File: src/rtl/mips_pkg.sv
// Shared MIPS control constants: main-state codes, instruction class codes,
// and the opcode/funct values the control unit and register bank agree on.
package mips_pkg;

    typedef enum logic [2:0] {
        ST_INIT      = 3'b000,
        ST_FETCH     = 3'b001,
        ST_DECODE    = 3'b010,
        ST_EXECUTE   = 3'b011,
        ST_MEM       = 3'b100,
        ST_TRAP      = 3'b101,
        ST_WRITEBACK = 3'b110
    } uc_state_e;

    localparam logic [7:0] CLS_NONE = 8'h00;
    localparam logic [7:0] CLS_R    = 8'h01;
    localparam logic [7:0] CLS_SW   = 8'h02;
    localparam logic [7:0] CLS_IMM  = 8'h03;
    localparam logic [7:0] CLS_BEQ  = 8'h04;
    localparam logic [7:0] CLS_J    = 8'h05;
    localparam logic [7:0] CLS_LW   = 8'h06;

    localparam logic [5:0] OP_RTYPE = 6'b000000;
    localparam logic [5:0] OP_J     = 6'b000010;
    localparam logic [5:0] OP_BEQ   = 6'b000100;
    localparam logic [5:0] OP_ADDI  = 6'b001000;
    localparam logic [5:0] OP_SLTI  = 6'b001010;
    localparam logic [5:0] OP_ANDI  = 6'b001100;
    localparam logic [5:0] OP_ORI   = 6'b001101;
    localparam logic [5:0] OP_LW    = 6'b100011;
    localparam logic [5:0] OP_SW    = 6'b101011;

    localparam logic [5:0] FN_ADD   = 6'b100000;
    localparam logic [5:0] FN_SUB   = 6'b100010;
    localparam logic [5:0] FN_AND   = 6'b100100;
    localparam logic [5:0] FN_OR    = 6'b100101;
    localparam logic [5:0] FN_SLT   = 6'b101010;

endpackage

File: src/rtl/decodificador_instr.sv
// Combinational instruction decoder: maps an instruction word to its class
// code, the register-bank write address for that class, and a valid flag.
module decodificador_instr
    import mips_pkg::*;
(
    input  logic [31:0] instr,
    output logic [7:0]  cls,
    output logic [4:0]  rd,
    output logic        valid
);

    always_comb begin
        cls   = CLS_NONE;
        valid = 1'b1;
        case (instr[31:26])
            OP_RTYPE: begin
                case (instr[5:0])
                    FN_ADD, FN_SUB, FN_AND, FN_OR, FN_SLT: cls = CLS_R;
                    default:                               valid = 1'b0;
                endcase
            end
            OP_ADDI, OP_SLTI, OP_ANDI, OP_ORI: cls = CLS_IMM;
            OP_LW:   cls = CLS_LW;
            OP_SW:   cls = CLS_SW;
            OP_BEQ:  cls = CLS_BEQ;
            OP_J:    cls = CLS_J;
            default: valid = 1'b0;
        endcase
    end

    // R-type writes rd; immediate ops and loads write rt; others write nothing.
    always_comb begin
        rd = 5'd0;
        if (cls == CLS_R)
            rd = instr[15:11];
        else if (cls == CLS_IMM || cls == CLS_LW)
            rd = instr[20:16];
    end

endmodule

File: src/rtl/unidade_de_controle.sv
// Multi-cycle MIPS control unit: INIT/FETCH/DECODE/EXECUTE/MEM/WRITEBACK FSM.
// Optional macro UC_TRAP_INVALID_EN sends invalid instructions to a sticky TRAP.
module unidade_de_controle
    import mips_pkg::*;
#(
    parameter int INIT_CYCLES = 2
) (
    input  logic        uc_in_clk,
    input  logic        uc_in_rst_n,
    input  logic [31:0] uc_in_instr,
    input  logic        uc_in_mem_ready,
    output logic [2:0]  uc_out_FSM,
    output logic [7:0]  uc_out_FSM2,
    output logic [4:0]  uc_out_rs,
    output logic [4:0]  uc_out_rt,
    output logic [4:0]  uc_out_rd,
    output logic [31:0] uc_out_imm,
    output logic        uc_out_mem_req,
    output logic        uc_out_mem_we,
    output logic        uc_out_pc_we,
    output logic [31:0] uc_out_instr_count,
    output logic        uc_out_trap
);

    localparam int CW = (INIT_CYCLES > 1) ? $clog2(INIT_CYCLES) : 1;

    uc_state_e       state_q, state_d;
    logic [CW-1:0]   init_cnt_q;
    logic [31:0]     instr_q;
    logic [31:0]     count_q;
    logic [7:0]      cls;
    logic [4:0]      rd_sel;
    logic            valid;
    logic            init_done;
    logic            retire;

    decodificador_instr u_dec (
        .instr (instr_q),
        .cls   (cls),
        .rd    (rd_sel),
        .valid (valid)
    );

    assign init_done = (init_cnt_q == CW'(INIT_CYCLES - 1));

    always_comb begin
        state_d = state_q;
        case (state_q)
            ST_INIT:   if (init_done) state_d = ST_FETCH;
            ST_FETCH:  if (uc_in_mem_ready) state_d = ST_DECODE;
            ST_DECODE: begin
                state_d = ST_EXECUTE;
`ifdef UC_TRAP_INVALID_EN
                if (!valid) state_d = ST_TRAP;
`endif
            end
            ST_EXECUTE: begin
                case (cls)
                    // A zero destination skips writeback so $zero is never written.
                    CLS_R, CLS_IMM: state_d = (rd_sel == 5'd0) ? ST_FETCH : ST_WRITEBACK;
                    CLS_LW, CLS_SW: state_d = ST_MEM;
                    default:        state_d = ST_FETCH;
                endcase
            end
            ST_MEM: begin
                if (uc_in_mem_ready)
                    state_d = (cls == CLS_LW && rd_sel != 5'd0) ? ST_WRITEBACK : ST_FETCH;
            end
            ST_WRITEBACK: state_d = ST_FETCH;
            ST_TRAP:      state_d = ST_TRAP;
            default:      state_d = ST_INIT;
        endcase
    end

    // Only completed instructions count; the INIT->FETCH entry does not.
    assign retire = (state_d == ST_FETCH) && (state_q != ST_INIT) && (state_q != ST_FETCH);

    always_ff @(posedge uc_in_clk or negedge uc_in_rst_n) begin
        if (!uc_in_rst_n) begin
            state_q    <= ST_INIT;
            init_cnt_q <= '0;
            instr_q    <= '0;
            count_q    <= '0;
        end else begin
            state_q <= state_d;
            if (state_q == ST_INIT && !init_done)
                init_cnt_q <= init_cnt_q + CW'(1);
            if (state_q == ST_FETCH && uc_in_mem_ready)
                instr_q <= uc_in_instr;
            if (retire)
                count_q <= count_q + 32'd1;
        end
    end

    assign uc_out_FSM         = state_q;
    assign uc_out_FSM2        = (state_q == ST_INIT || state_q == ST_FETCH || !valid) ? CLS_NONE : cls;
    assign uc_out_rs          = instr_q[25:21];
    assign uc_out_rt          = instr_q[20:16];
    assign uc_out_rd          = rd_sel;
    assign uc_out_imm         = {{16{instr_q[15]}}, instr_q[15:0]};
    assign uc_out_mem_req     = (state_q == ST_FETCH) || (state_q == ST_MEM);
    assign uc_out_mem_we      = (state_q == ST_MEM) && (cls == CLS_SW);
    assign uc_out_pc_we       = (state_q == ST_EXECUTE) && (cls == CLS_BEQ || cls == CLS_J);
    assign uc_out_instr_count = count_q;

`ifdef UC_TRAP_INVALID_EN
    assign uc_out_trap = (state_q == ST_TRAP);
`else
    assign uc_out_trap = 1'b0;
`endif

endmodule

File: config.mk
export PLATFORM = sky130hd
export DESIGN_NAME = unidade_de_controle
export DESIGN_NICKNAME = d
export VERILOG_FILES = /design/src/rtl/mips_pkg.sv /design/src/rtl/decodificador_instr.sv /design/src/rtl/unidade_de_controle.sv
export SDC_FILE = /design/constraint.sdc
export NUM_CORES = 1
export LEC_CHECK = 0
export BUFFER_PORTS_ARGS = -buffer_cell sky130_fd_sc_hd__clkbuf_2
export CORE_MARGIN = 3
export CORE_UTILIZATION = 40
export DETAILED_ROUTE_END_ITERATION = 10
export PLACE_DENSITY = 0.71
export SKIP_LAST_GASP = 1
export SYNTH_ARGS = -nofsm -noshare
export SYNTH_HDL_FRONTEND = slang
export SYNTH_HIERARCHICAL = 1
export SYNTH_SLANG_ARGS = --single-unit
export TNS_END_PERCENT = 100
File: constraint.sdc
create_clock -name uc_in_clk -period 5.3 [get_ports uc_in_clk]
set_input_delay 0.265 -clock uc_in_clk [delete_from_list [all_inputs] [get_ports uc_in_clk]]
set_output_delay 0.265 -clock uc_in_clk [all_outputs]
set_load 0.01 [all_outputs]
# Word level (Yosys, flattened, before mapping)
# Index checks and enable logic that the tools add are counted.
[classes]
eq_ne = 27
muxes = 14
addsub = 2
reduce_logical = 24
[op_table]
columns = ["operator", "n"]
rows = [
  ["$pmux W8 S6", 1],
  ["$eq A6 B6 Y1 const B", 7],
  ["$add A32 B1 Y32 const B", 1],
  ["$eq A6 B4 Y1 const B", 4],
  ["$eq A8 B3 Y1 const B", 3],
  ["$pmux W3 S7", 1],
  ["$eq A8 B2 Y1 const B", 2],
  ["$mux W3", 5],
  ["$mux W5", 2],
  ["$eq A3 B3 Y1 const B", 3],
  ["$eq A8 B1 Y1 const B", 1],
  ["$mux W8", 1],
  ["$reduce_or A8 Y1", 1],
  ["$logic_and A1 B1 Y1", 7],
  ["$eq A3 B1 Y1 const B", 2],
  ["$eq A3 B2 Y1 const B", 2],
  ["$eq A6 B2 Y1 const B", 1],
  ["$eq A6 B3 Y1 const B", 1],
  ["$logic_not A6 Y1", 1],
  ["$pmux W3 S2", 1],
  ["$logic_not A5 Y1", 1],
  ["$logic_or A1 B1 Y1", 5],
  ["$reduce_bool A5 Y1", 1],
  ["$reduce_or A5 Y1", 1],
  ["other kinds (9)", 12],
]
[word_totals]
regBits = 68
wordCells = 71

# Longest topological paths before layout
# Gate-level depths: netlist of the first run.
[logic_depth]
word_depth = 16
mapped_depth = 11
ltp_nobuf = 9

# Modules after synthesis
# The synthesis of the first run kept the hierarchy.
[by_module_without_submodules]
columns = ["mod", "area_each_um2", "cells_each", "seq_area_each_um2", "n_inst"]
rows = [
  ["unidade_de_controle", 3558.4, 319, 1701.6, 1],
  ["decodificador_instr", 326.6, 46, 0.0, 1],
]

# Least setup slack after synthesis of the first run
# OpenSTA, ideal clock, no wires.
[synth_path]
kind = "reg-to-reg"
startpoint = "register instr_q[28]"
endpoint = "register count_q[7], in the netlist uc_out_instr_count[7]"
t_required_ps = 5162
t_arrival_ps = 2551
setup_slack_ps = 2611
path_buffers = 2
stages_incl_launch_ff = 12
setup_ps = 138
path_cell_list = "dfrtp_1 -> buf_6 -> nand4b_1 -> a2bb2oi_2 -> o32ai_1 -> nor3_1 -> a21oi_1 -> o21ai_0 -> a21oi_1 -> buf_2 -> nor4_1 -> xor2_1"
[synth_via]
elab_chain_len = 15
word_cells_on_any_way = 31
cone_classes = "eq/ne (13); mux (8); reduce/logical (10)"
[synth_rtl]
columns = ["element", "line_no", "rtl"]
rows = [
  ["start, declared", "unidade_de_controle.sv:29", "logic [31:0] instr_q;"],
  ["start signal, assigned", "unidade_de_controle.sv:89", "instr_q <= uc_in_instr;"],
  ["$eq A6 B4 Y1", "decodificador_instr.sv:15", "case (instr[31:26])"],
  ["$reduce_or A4 Y1", "-", ""],
  ["$pmux W8 S6 *", "decodificador_instr.sv:15", ""],
  ["$eq A8 B2 Y1 / $eq A8 B3 Y1 (equally long branches)", "decodificador_instr.sv:36", "else if (cls == CLS_IMM || cls == CLS_LW)"],
  ["$logic_or A1 B1 Y1", "decodificador_instr.sv:36", ""],
  ["$mux W5", "decodificador_instr.sv:36", ""],
  ["$mux W5 *", "decodificador_instr.sv:34", "if (cls == CLS_R)"],
  ["net uc_out_rd[1]", "unidade_de_controle.sv:16", "output logic [4:0] uc_out_rd,"],
  ["$reduce_bool A5 Y1", "unidade_de_controle.sv:67", "state_d = (cls == CLS_LW && rd_sel != 5'd0) ? ST_WRITEBACK : ST_FETCH;"],
  ["$logic_and A1 B1 Y1", "unidade_de_controle.sv:67", ""],
  ["$mux W3", "unidade_de_controle.sv:67", ""],
  ["$mux W3", "unidade_de_controle.sv:66", "if (uc_in_mem_ready)"],
  ["$pmux W3 S7 *", "unidade_de_controle.sv:48", "case (state_q)"],
  ["$eq A3 B1 Y1 *", "unidade_de_controle.sv:76", "assign retire = (state_d == ST_FETCH) && (state_q != ST_INIT) && (state_q != ST_FETCH);"],
  ["$logic_and A1 B1 Y1 * (2 in a row)", "unidade_de_controle.sv:76", ""],
  ["end signal, assigned", "unidade_de_controle.sv:91", "count_q <= count_q + 32'd1;"],
  ["end, declared", "unidade_de_controle.sv:30", "logic [31:0] count_q;"],
]
# The timed path passes the listed nets; every way through them passes the cells marked *.
# A chain may end at the register's enable or synchronous reset.

# Final worst setup path of the first run
[layout_path]
startpoint = "register instr_q[28]"
endpoint = "register count_q[1], in the netlist uc_out_instr_count[1]"
[layout_via]
elab_chain_len = 15
word_cells_on_any_way = 31
cone_classes = "eq/ne (13); mux (8); reduce/logical (10)"
[layout_rtl]
columns = ["element", "line_no"]
rows = [
  ["$eq A6 B4 Y1", "decodificador_instr.sv:15"],
  ["$reduce_or A4 Y1", "-"],
  ["$pmux W8 S6 *", "decodificador_instr.sv:15"],
  ["$eq A8 B2 Y1 / $eq A8 B3 Y1 (equally long branches)", "decodificador_instr.sv:36, unidade_de_controle.sv:58, unidade_de_controle.sv:67"],
  ["$logic_or A1 B1 Y1", "decodificador_instr.sv:36"],
  ["$mux W5", "decodificador_instr.sv:36"],
  ["$mux W5", "decodificador_instr.sv:34"],
  ["$reduce_bool A5 Y1", "unidade_de_controle.sv:67"],
  ["$logic_and A1 B1 Y1", "unidade_de_controle.sv:67"],
  ["$mux W3", "unidade_de_controle.sv:67"],
  ["$mux W3", "unidade_de_controle.sv:66"],
  ["$pmux W3 S7 *", "unidade_de_controle.sv:48"],
  ["$eq A3 B1 Y1 *", "unidade_de_controle.sv:76"],
  ["$logic_and A1 B1 Y1 * (2 in a row)", "unidade_de_controle.sv:76"],
]
# Every way passes the cells marked *; elsewhere a longest branch is shown, timed or not.

==> results of run 1 <==
==> routing by layer <==
layer	part of all wire	routed length (um)	GRT usage	up-vias
met1	0.44	3767	0.2071	1382
met3	0.085	735	0.05621	10
met5	0	0	0	-
li1	-	-	-	1379
met2	0.46	3986	0.2468	146
met4	0.013	112	0.04368	0
==> sequential cells by signal, indices dropped and copies added, names as in the netlist <==
| name | count |
|---|---|
| uc_out_instr_count | 32 |
| uc_out_FSM | 3 |
| instr_q | 32 |
| init_cnt_q | 1 |
==> cell type report <==
cell class / instances / area [um2] / area share
multi-input combinational: 223 / 1707 / 0.3814
sequential: 68 / 1702 / 0.3803
timing repair buffer: 124 / 625.6 / 0.1398
tap: 129 / 161.4 / 0.03607
clock buffer: 9 / 123.9 / 0.02768
clock inverter: 7 / 98.84 / 0.02209
inverter: 15 / 56.30 / 0.01258
==> cells by family after synthesis <==
family / share of synthesized area
AND/OR/NAND/NOR: 0.1855
buffers and inverters: 0.1288
flip-flops: 0.4380
multiplexers: 0.1034
XOR/XNOR: 0.07665
AO/OA/AOI/OAI: 0.06248
other: 0.001933
adder cells (fa/ha/maj): 0.003220
==> through the flow <==
| stage | hold slack [ps] | instance area, um2 |
|---|---|---|
| 4_1_cts | 118.3 | 4474 |
| 6_report | 89.96 | 4474 |
| 3_3_place_gp | 440.6 | 4252 |
| 3_5_place_dp | 445.9 | 4252 |
| 5_1_grt | 114.1 | 4474 |
| 2_1_floorplan | -30.59 | 3900 |
==> path summary, 6_finish.rpt <==
kind / startpoint / end / slack [ps] / depth (start not counted)
setup / recovery: instr_q[28]$_DFFE_PN0P_ / uc_out_instr_count[1]$_DFFE_PN0P_ / 1890 / 9
hold / removal: uc_in_rst_n / instr_q[12]$_DFFE_PN0P_ / 90 / 2
setup reg to reg: instr_q[28]$_DFFE_PN0P_ / uc_out_instr_count[1]$_DFFE_PN0P_ / 1890 / 9
hold reg to reg: init_cnt_q$_DFFE_PN0P_ / init_cnt_q$_DFFE_PN0P_ / 460 / 1
max in group asynchronous: uc_in_rst_n / uc_out_instr_count[29]$_DFFE_PN0P_ / 4660 / 2
min in group uc_in_clk: uc_in_instr[1] / instr_q[1]$_DFFE_PN0P_ / 140 / 2
==> synthesized netlist by cell type (2+ instances only) <==
library cell               number  area, um2
sky130_fd_sc_hd__a21o_1         2      15.01
sky130_fd_sc_hd__a21oi_1        4      20.02
sky130_fd_sc_hd__and2_1        11      68.82
sky130_fd_sc_hd__and3_1         3      18.77
sky130_fd_sc_hd__and3_2         2      15.01
sky130_fd_sc_hd__buf_2          5      25.02
sky130_fd_sc_hd__buf_4         49      367.9
sky130_fd_sc_hd__clkbuf_1       7      26.28
sky130_fd_sc_hd__conb_1         2      7.510
sky130_fd_sc_hd__dfrtp_1       68       1702
sky130_fd_sc_hd__inv_1         15      56.30
sky130_fd_sc_hd__mux2_2        33      371.6
sky130_fd_sc_hd__mux2i_1        3      30.03
sky130_fd_sc_hd__nand2_1       14      52.55
sky130_fd_sc_hd__nand2b_1       2      12.51
sky130_fd_sc_hd__nand3_1       17      85.08
sky130_fd_sc_hd__nand4_1        9      56.30
sky130_fd_sc_hd__nand4b_1       2      17.52
sky130_fd_sc_hd__nor2_1        11      41.29
sky130_fd_sc_hd__nor2b_1        3      18.77
sky130_fd_sc_hd__nor3_1        10      50.05
sky130_fd_sc_hd__nor4_1        13      81.33
sky130_fd_sc_hd__nor4b_1        5      43.79
sky130_fd_sc_hd__o211ai_1       2      15.01
sky130_fd_sc_hd__o21ai_0        3      15.01
sky130_fd_sc_hd__o32ai_1        5      43.79
sky130_fd_sc_hd__or4_4          2      22.52
sky130_fd_sc_hd__or4b_1         2      20.02
sky130_fd_sc_hd__xnor2_1       12      105.1
sky130_fd_sc_hd__xor2_1        22      192.7
==> critical path: stages, from the launching register on <==
cell	delay [ps]
sky130_fd_sc_hd__dfrtp_1	480
sky130_fd_sc_hd__nand4b_1	300
sky130_fd_sc_hd__a2bb2oi_2	210
sky130_fd_sc_hd__o32ai_1	340
sky130_fd_sc_hd__nor3_1	140
sky130_fd_sc_hd__a21oi_1	210
sky130_fd_sc_hd__o21ai_0	190
sky130_fd_sc_hd__a21oi_2	890
sky130_fd_sc_hd__nor2_1	200
sky130_fd_sc_hd__mux2_2	330
==> report_power, final <==
| part | internal (uW) | switching [uW] |
|---|---|---|
| logic | 10.2 | 15.5 |
| clock network | 268 | 220 |
| registers | 518 | 0 |
==> flow_metrics.py, run 1 <==
metrics = {
    "floorplanning": {
        "dieArea_um2": 10930,
        "placement_rows": 35,
        "ios": 129,
        "initial_core_utilization": 0.4165,
        "die-width_um": 104.6,
        "coreArea_um2": 9328,
        "die_height_um": 104.6,
    },
    "synthesis": {
        "synth_seq_cells": 68,
        "synth_cell_type_count": 57,
        "async_flop_share": 1.000,
        "synth_cells": 365,
        "synth-warning-count": 6,
        "synth_edf_count": 0,
        "share_of_synthesized_area_occupied_by_flip_flops_and_latches": 0.4380,
        "netlist_area_um2": 3885,
        "synth.avg_cell_area_um2": 10.64,
        "most_instantiated_flip_flop_cell_in_the_synthesis_netlist": "sky130_fd_sc_hd__dfrtp_1",
    },
    "drt": {
        "drc_errors": 0,
        "dr_total_vias": 2917,
        "dr.pass1.iters": 4,
        "total_wire_length_mm": 8.601,
        "vias_per_cell": 5.073,
        "post_drt_wl_per_cell_um": 14.96,
        "detail-route-antenna-nets": 0,
        "drc_violation_total_after_the_first_tritonroute_iteration": 62,
    },
    "placed_design": {
        "dp_slack_ps": 1950,
        "placement.io_buffers": 122,
        "place.gp.congestion": 0.8584,
        "dp_cells": 559,
        "place_hpwl_mm": 6.244,
    },
    "sta": {
        "post-route-period-util": 0.6434,
        "totalNegativeSetupSlack_ps": 0,
        "report.final.hold_viol_count": 0,
        "worst_setup_skew_after_layout_ps": 11.40,
        "max_slew_margin": 0.2524,
        "setup-violations-final": 0,
        "maxClockFrequency_mhz": 293.3,
        "timing.final.max_slew_violations": 0,
        "worstMarginPinSlew_ps": 1121,
        "setup_ws_ps": 1890,
        "fin_crit_ps": 3410,
        "setup_repair_after_global_routing_missed_its_margin": "no",
    },
    "setup_path": {
        "path_max_fanout": 23,
        "endpoint_kind": "flip-flop",
        "path_class": "reg -> reg",
        "worst_ep_required_time_ps": 5540,
        "startpoint_type": "flip-flop",
        "crit_arrival_ps": 3650,
    },
    "clock_tree": {
        "postCtsResizedCells": 0,
        "cts_made_buffers": 9,
        "cts_hold_buf": 0,
        "clock_tree.root_cell": "sky130_fd_sc_hd__clkbuf_8",
        "clock_path_buffers": 2,
        "clk_pin_slew_worst_paths_ps": 80,
        "tritoncts": "built",
        "clock_latency_ps": 350,
        "postCtsSetupRepairBufs": 0,
        "cts_htree_levels": 3,
        "cts_sinks": 68,
    },
    "grt": {
        "antenna_found_initial": 0,
        "grt_pass1_wl_mm": 13.94,
        "grt.total_usage": 0.1578,
        "pin_count_of_the_biggest_net_entering_global_routing": 69,
        "grt_pass1_vias": 2792,
        "overflow": 0,
    },
    "final_layout": {
        "n_fill_cell": 876,
        "antenna_cells": 0,
        "finish.utilization": 0.4797,
        "mostFrequentLayoutCells": "sky130_fd_sc_hd__clkbuf_2 (121), sky130_fd_sc_hd__dfrtp_1 (68), sky130_fd_sc_hd__mux2_2 (33)",
        "nNetsFinal": 477,
        "layout-drive-gt1-share": 0.4238,
        "layout.cells.most_common": "sky130_fd_sc_hd__clkbuf_2",
        "final-instance-count-excl-fill": 575,
        "layout-area-overhead-vs-synth_pct": 15.17,
    },
    "hold_path": {
        "holdCritPathClass": "in -> async",
    },
    "power_and_ir_drop": {
        "static-leakage-power_uw": 0.002326,
        "irDropWorstVdd_v": 0.0001661,
        "fin_total_pwr_uw": 1032,
        "p_per_area_nw_per_um2": 230.7,
    },
    "run": {
        "max_cap_violations": 0,
    },
    "outcome": {
        "run_status": "finished clean",
    },
}
Power figures use the tool's default switching activity.
==> inputs of run 2 (changes only) <==
Clock period 5.3 ns to 3.5 ns, I/O delays scaled along.
==> flow_metrics.py, run 2 (same netlist as run 1, synthesis figures left out) <==
metrics = {
    "sta": {
        "timing.final.max_slew_violations": 0,
        "fin_crit_ps": 3050,
        "max_slew_margin": 0.3670,
        "worst_setup_skew_after_layout_ps": 10.07,
        "setup_repair_after_global_routing_missed_its_margin": "no",
        "report.final.hold_viol_count": 0,
        "maxClockFrequency_mhz": 327.9,
        "totalNegativeSetupSlack_ps": 0,
        "setup-violations-final": 0,
        "post-route-period-util": 0.8714,
        "worstMarginPinSlew_ps": 949.5,
    },
    "outcome": {
        "run_status": "finished clean",
    },
    "hold_path": {
        "holdCritPathClass": "in -> reg",
    },
    "clock_tree": {
        "cts_sinks": 68,
        "clk_pin_slew_worst_paths_ps": 80,
        "tritoncts": "built",
        "cts_htree_levels": 3,
        "cts_made_buffers": 9,
        "postCtsResizedCells": 0,
        "postCtsSetupRepairBufs": 0,
        "clock_latency_ps": 340,
        "clock_tree.root_cell": "sky130_fd_sc_hd__clkbuf_8",
        "clock_path_buffers": 2,
    },
    "grt": {
        "antenna_found_initial": 0,
        "pin_count_of_the_biggest_net_entering_global_routing": 43,
        "grt_pass1_vias": 2735,
        "overflow": 0,
        "grt.total_usage": 0.1598,
        "grt_pass1_wl_mm": 14.16,
    },
    "drt": {
        "vias_per_cell": 5.076,
        "dr.pass1.iters": 4,
        "total_wire_length_mm": 8.584,
        "post_drt_wl_per_cell_um": 14.85,
        "detail-route-antenna-nets": 0,
        "drc_violation_total_after_the_first_tritonroute_iteration": 144,
        "dr_total_vias": 2934,
        "drc_errors": 0,
    },
    "floorplanning": {
        "die-width_um": 104.6,
        "placement_rows": 35,
        "coreArea_um2": 9328,
        "die_height_um": 104.6,
        "dieArea_um2": 10930,
        "initial_core_utilization": 0.4165,
        "ios": 129,
    },
    "power_and_ir_drop": {
        "irDropWorstVdd_v": 0.0002605,
        "p_per_area_nw_per_um2": 345.5,
        "static-leakage-power_uw": 0.002341,
    },
    "final_layout": {
        "layout-drive-gt1-share": 0.4254,
        "layout.cells.most_common": "sky130_fd_sc_hd__clkbuf_2",
        "layout-area-overhead-vs-synth_pct": 15.81,
        "post-route-cell-area_um2": 4499,
        "antenna_cells": 0,
        "mostFrequentLayoutCells": "sky130_fd_sc_hd__clkbuf_2 (121), sky130_fd_sc_hd__dfrtp_1 (68), sky130_fd_sc_hd__mux2_2 (33)",
        "n_fill_cell": 848,
        "nNetsFinal": 480,
    },
    "setup_path": {
        "endpoint_kind": "flip-flop",
        "path_class": "reg -> reg",
        "path_buf_inv": 1,
        "cpMaxStageDelayCell": "sky130_fd_sc_hd__dfrtp_1",
        "max_stage_delay_ps": 500,
        "worst_ep_required_time_ps": 3760,
        "path_max_fanout": 16,
        "crit_path_cell_chain": "nand4b_1, a2bb2oi_2, o32ai_1, nor3_1, a21oi_1, o21ai_0, a21oi_2, buf_4, nor4b_1, xor2_1",
        "crit_arrival_ps": 3310,
        "cpLargestDelayFamily": "compound AO/OA/AOI/OAI gates",
        "startpoint_type": "flip-flop",
    },
    "placed_design": {
        "place_hpwl_mm": 6.461,
        "place.gp.congestion": 0.8253,
        "placedInstanceArea_um2": 4267,
        "placement.io_buffers": 122,
    },
    "run": {
        "max_cap_violations": 0,
    },
}
## run 2: cell count changes in the layout (fill, tap and decap cells not counted)
cell                            change
sky130_fd_sc_hd__buf_4              +2
sky130_fd_sc_hd__dlygate4sd3_1      +1
## run 2: repair_timing
item                                    4_1_cts  5_1_grt
endpoints found under the setup margin        0        0
hold buffers                                  1        0
hold endpoints to repair                     22        0
## run 2: power by group
part	total, uW	internal [uW]	switching (uW)
clock network	730	406	324
registers	785	785	0
logic	39.8	16.1	23.6
total	1550	1210	348
## run 2: worst paths after layout
path,startpoint,to,slack (ps),cells past startpoint
worst max-delay path,instr_q[28]$_DFFE_PN0P_,uc_out_instr_count[19]$_DFFE_PN0P_,450,10
worst min-delay path,uc_in_instr[27],instr_q[27]$_DFFE_PN0P_,60,2
worst max register to register,instr_q[28]$_DFFE_PN0P_,uc_out_instr_count[19]$_DFFE_PN0P_,450,10
worst min register to register,init_cnt_q$_DFFE_PN0P_,init_cnt_q$_DFFE_PN0P_,460,1
max in group asynchronous,uc_in_rst_n,instr_q[26]$_DFFE_PN0P_,2060,3
min in group asynchronous,uc_in_rst_n,instr_q[14]$_DFFE_PN0P_,530,2
## run 2: layout make-up
class / count / area (um2) / area share
clock buffer: 9 / 123.9 / 0.02753
clock inverter: 7 / 98.84 / 0.02197
inverter: 15 / 56.30 / 0.01251
multi-input combinational: 223 / 1707 / 0.3793
sequential: 68 / 1702 / 0.3782
tap: 129 / 161.4 / 0.03587
timing repair buffer: 127 / 650.6 / 0.1446
## run 2: through the flow
stage               setup slack (ps)  hold WS (ps)  power (uW)    util  instances
detailed placement             516.3         378.6       840.6  0.4574        561
floorplan                      810.9        -120.6       810.0       -        369
finish                         450.0         59.04        1555  0.4824        578
global placement               607.0         359.8       839.6  0.4574        561
CTS                            493.3         37.41        1580  0.4824        578
global route                   96.11         38.81        1622  0.4824        578
## run 2: routing by layer
| layer | vias up | share of wire | GRT usage |
|---|---|---|---|
| met2 | 135 | 0.46 | 0.2472 |
| li1 | 1400 | - | - |
| met1 | 1391 | 0.45 | 0.2153 |
| met4 | 0 | 0.010 | 0.04179 |
| met3 | 8 | 0.079 | 0.05312 |
| met5 | - | 0 | 0 |
==> inputs of run 3 (changes only) <==
Settings changed: RECOVER_POWER set to 100.
==> flow_metrics.py, run 3 (same netlist as run 1, synthesis figures left out) <==
metrics = {
    "hold_path": {
        "holdCritPathClass": "in -> reg",
    },
    "drt": {
        "total_wire_length_mm": 8.665,
        "detail-route-antenna-nets": 0,
        "drc_violation_total_after_the_first_tritonroute_iteration": 132,
        "dr.pass1.iters": 4,
        "post_drt_wl_per_cell_um": 14.99,
        "vias_per_cell": 5.054,
        "dr_total_vias": 2921,
        "drc_errors": 0,
    },
    "run": {
        "max_cap_violations": 2,
    },
    "sta": {
        "setup_repair_after_global_routing_missed_its_margin": "no",
        "fin_crit_ps": 3114,
        "max_slew_margin": -0.5245,
        "maxClockFrequency_mhz": 321.1,
        "worstMarginPinSlew_ps": 2287,
        "post-route-period-util": 0.8897,
        "worst_setup_skew_after_layout_ps": 10.38,
        "report.final.hold_viol_count": 0,
        "timing.final.max_slew_violations": 76,
        "totalNegativeSetupSlack_ps": 0,
        "setup-violations-final": 0,
    },
    "grt": {
        "grt_util_met2": 0.2472,
        "grt_use_met1": 0.2153,
        "overflow": 0,
        "grt_pass1_vias": 2735,
        "grt_pass1_wl_mm": 14.16,
        "grt.total_usage": 0.1598,
        "antenna_found_initial": 0,
        "gr-max-usage-layer": "met2",
        "grtUsageMet3": 0.05312,
        "pin_count_of_the_biggest_net_entering_global_routing": 43,
    },
    "clock_tree": {
        "cts_sinks": 68,
        "cts_htree_levels": 3,
        "clk_pin_slew_worst_paths_ps": 80,
        "cts_made_buffers": 9,
        "clock_path_buffers": 2,
        "postCtsSetupRepairBufs": 0,
        "clock_latency_ps": 340,
        "clock_tree.root_cell": "sky130_fd_sc_hd__clkbuf_8",
        "postCtsResizedCells": 0,
        "tritoncts": "built",
    },
    "placed_design": {
        "place_hpwl_mm": 6.461,
        "place.gp.congestion": 0.8253,
        "dp_cells": 561,
        "placement.io_buffers": 122,
    },
    "final_layout": {
        "n_fill_cell": 897,
        "layout-drive-gt1-share": 0.2294,
        "finish.utilization": 0.4691,
        "nNetsFinal": 480,
        "layout.cells.most_common": "sky130_fd_sc_hd__clkbuf_1",
        "antenna_cells": 0,
        "layout-area-overhead-vs-synth_pct": 12.62,
        "final-instance-count-excl-fill": 578,
        "mostFrequentLayoutCells": "sky130_fd_sc_hd__clkbuf_1 (86), sky130_fd_sc_hd__dfrtp_1 (68), sky130_fd_sc_hd__clkbuf_2 (38)",
    },
    "floorplanning": {
        "coreArea_um2": 9328,
        "dieArea_um2": 10930,
        "die-width_um": 104.6,
        "initial_core_utilization": 0.4165,
        "die_height_um": 104.6,
        "placement_rows": 35,
        "ios": 129,
    },
    "power_and_ir_drop": {
        "static-leakage-power_uw": 0.002041,
        "p_per_area_nw_per_um2": 355.2,
        "irDropWorstVdd_v": 0.0002589,
    },
    "setup_path": {
        "crit_arrival_ps": 3330,
        "startpoint_type": "flip-flop",
        "path_max_fanout": 16,
        "endpoint_kind": "flip-flop",
        "worst_ep_required_time_ps": 3710,
        "path_class": "reg -> reg",
    },
    "outcome": {
        "failing_checks": "capacitance limit, slew limit",
        "run_status": "finished, violations left",
    },
}
==> run 3: final cells by class <==
| type | count | area, um2 | share of cell area |
|---|---|---|---|
| Clock buffer | 9 | 123.9 | 0.02831 |
| Clock inverter | 7 | 98.84 | 0.02259 |
| Inverter | 15 | 56.30 | 0.01287 |
| Multi-Input combinational cell | 223 | 1695 | 0.3875 |
| Sequential cell | 68 | 1702 | 0.3889 |
| Tap cell | 129 | 161.4 | 0.03689 |
| Timing Repair Buffer | 127 | 538.0 | 0.1230 |
==> run 3: stage by stage <==
stage                     setup WS (ps)  hold WS (ps)  total power, uW  instance area [um2]
after detailed placement          516.3         378.6            840.6                 4267
after floorplan                   810.9        -120.6            810.0                 3900
after CTS                         493.3         37.41             1580                 4499
after global placement            607.0         359.8            839.6                 4267
final                             386.0         58.45             1554                 4375
after global routing              109.6         38.88             1622                 4375
==> run 3: final timing paths <==
check / from / endpoint / slack [ps] / cells after the start
min in group asynchronous: uc_in_rst_n / instr_q[14]$_DFFE_PN0P_ / 1070 / 2
min: uc_in_instr[27] / instr_q[27]$_DFFE_PN0P_ / 60 / 2
max in group asynchronous: uc_in_rst_n / instr_q[26]$_DFFE_PN0P_ / 770 / 3
max reg2reg: instr_q[28]$_DFFE_PN0P_ / uc_out_instr_count[8]$_DFFE_PN0P_ / 390 / 10
min reg2reg: init_cnt_q$_DFFE_PN0P_ / init_cnt_q$_DFFE_PN0P_ / 460 / 1
max: instr_q[28]$_DFFE_PN0P_ / uc_out_instr_count[8]$_DFFE_PN0P_ / 390 / 10
==> run 3: layer usage <==
metal / up-vias / part of all wire
met5: - / 0
met4: 0 / 0.010
met3: 9 / 0.084
met2: 129 / 0.46
met1: 1386 / 0.45
li1: 1397 / -
==> run 3: critical path, cell delays in order (launching register included) <==
cell	delay (ps)
sky130_fd_sc_hd__dfrtp_1	470
sky130_fd_sc_hd__nor4b_1	410
sky130_fd_sc_hd__o2111ai_2	300
sky130_fd_sc_hd__o32ai_1	260
sky130_fd_sc_hd__nor3_1	140
sky130_fd_sc_hd__a21oi_1	200
sky130_fd_sc_hd__o21ai_0	190
sky130_fd_sc_hd__a21oi_2	420
sky130_fd_sc_hd__buf_4	310
sky130_fd_sc_hd__nor4_1	100
sky130_fd_sc_hd__xor2_1	170
==> run 3: repair_timing <==
item	4_1_cts	5_1_grt
hold buffers	1	0
endpoints found under the setup margin	0	0
endpoints found under the hold margin	22	0
==> run 3: power by group <==
group / switching [uW] / internal [uW] / leakage (uW)
Combinational: 23.6 / 15.7 / 0.00100
Sequential: 0 / 785 / 0.000930
Clock: 324 / 406 / 0.000110
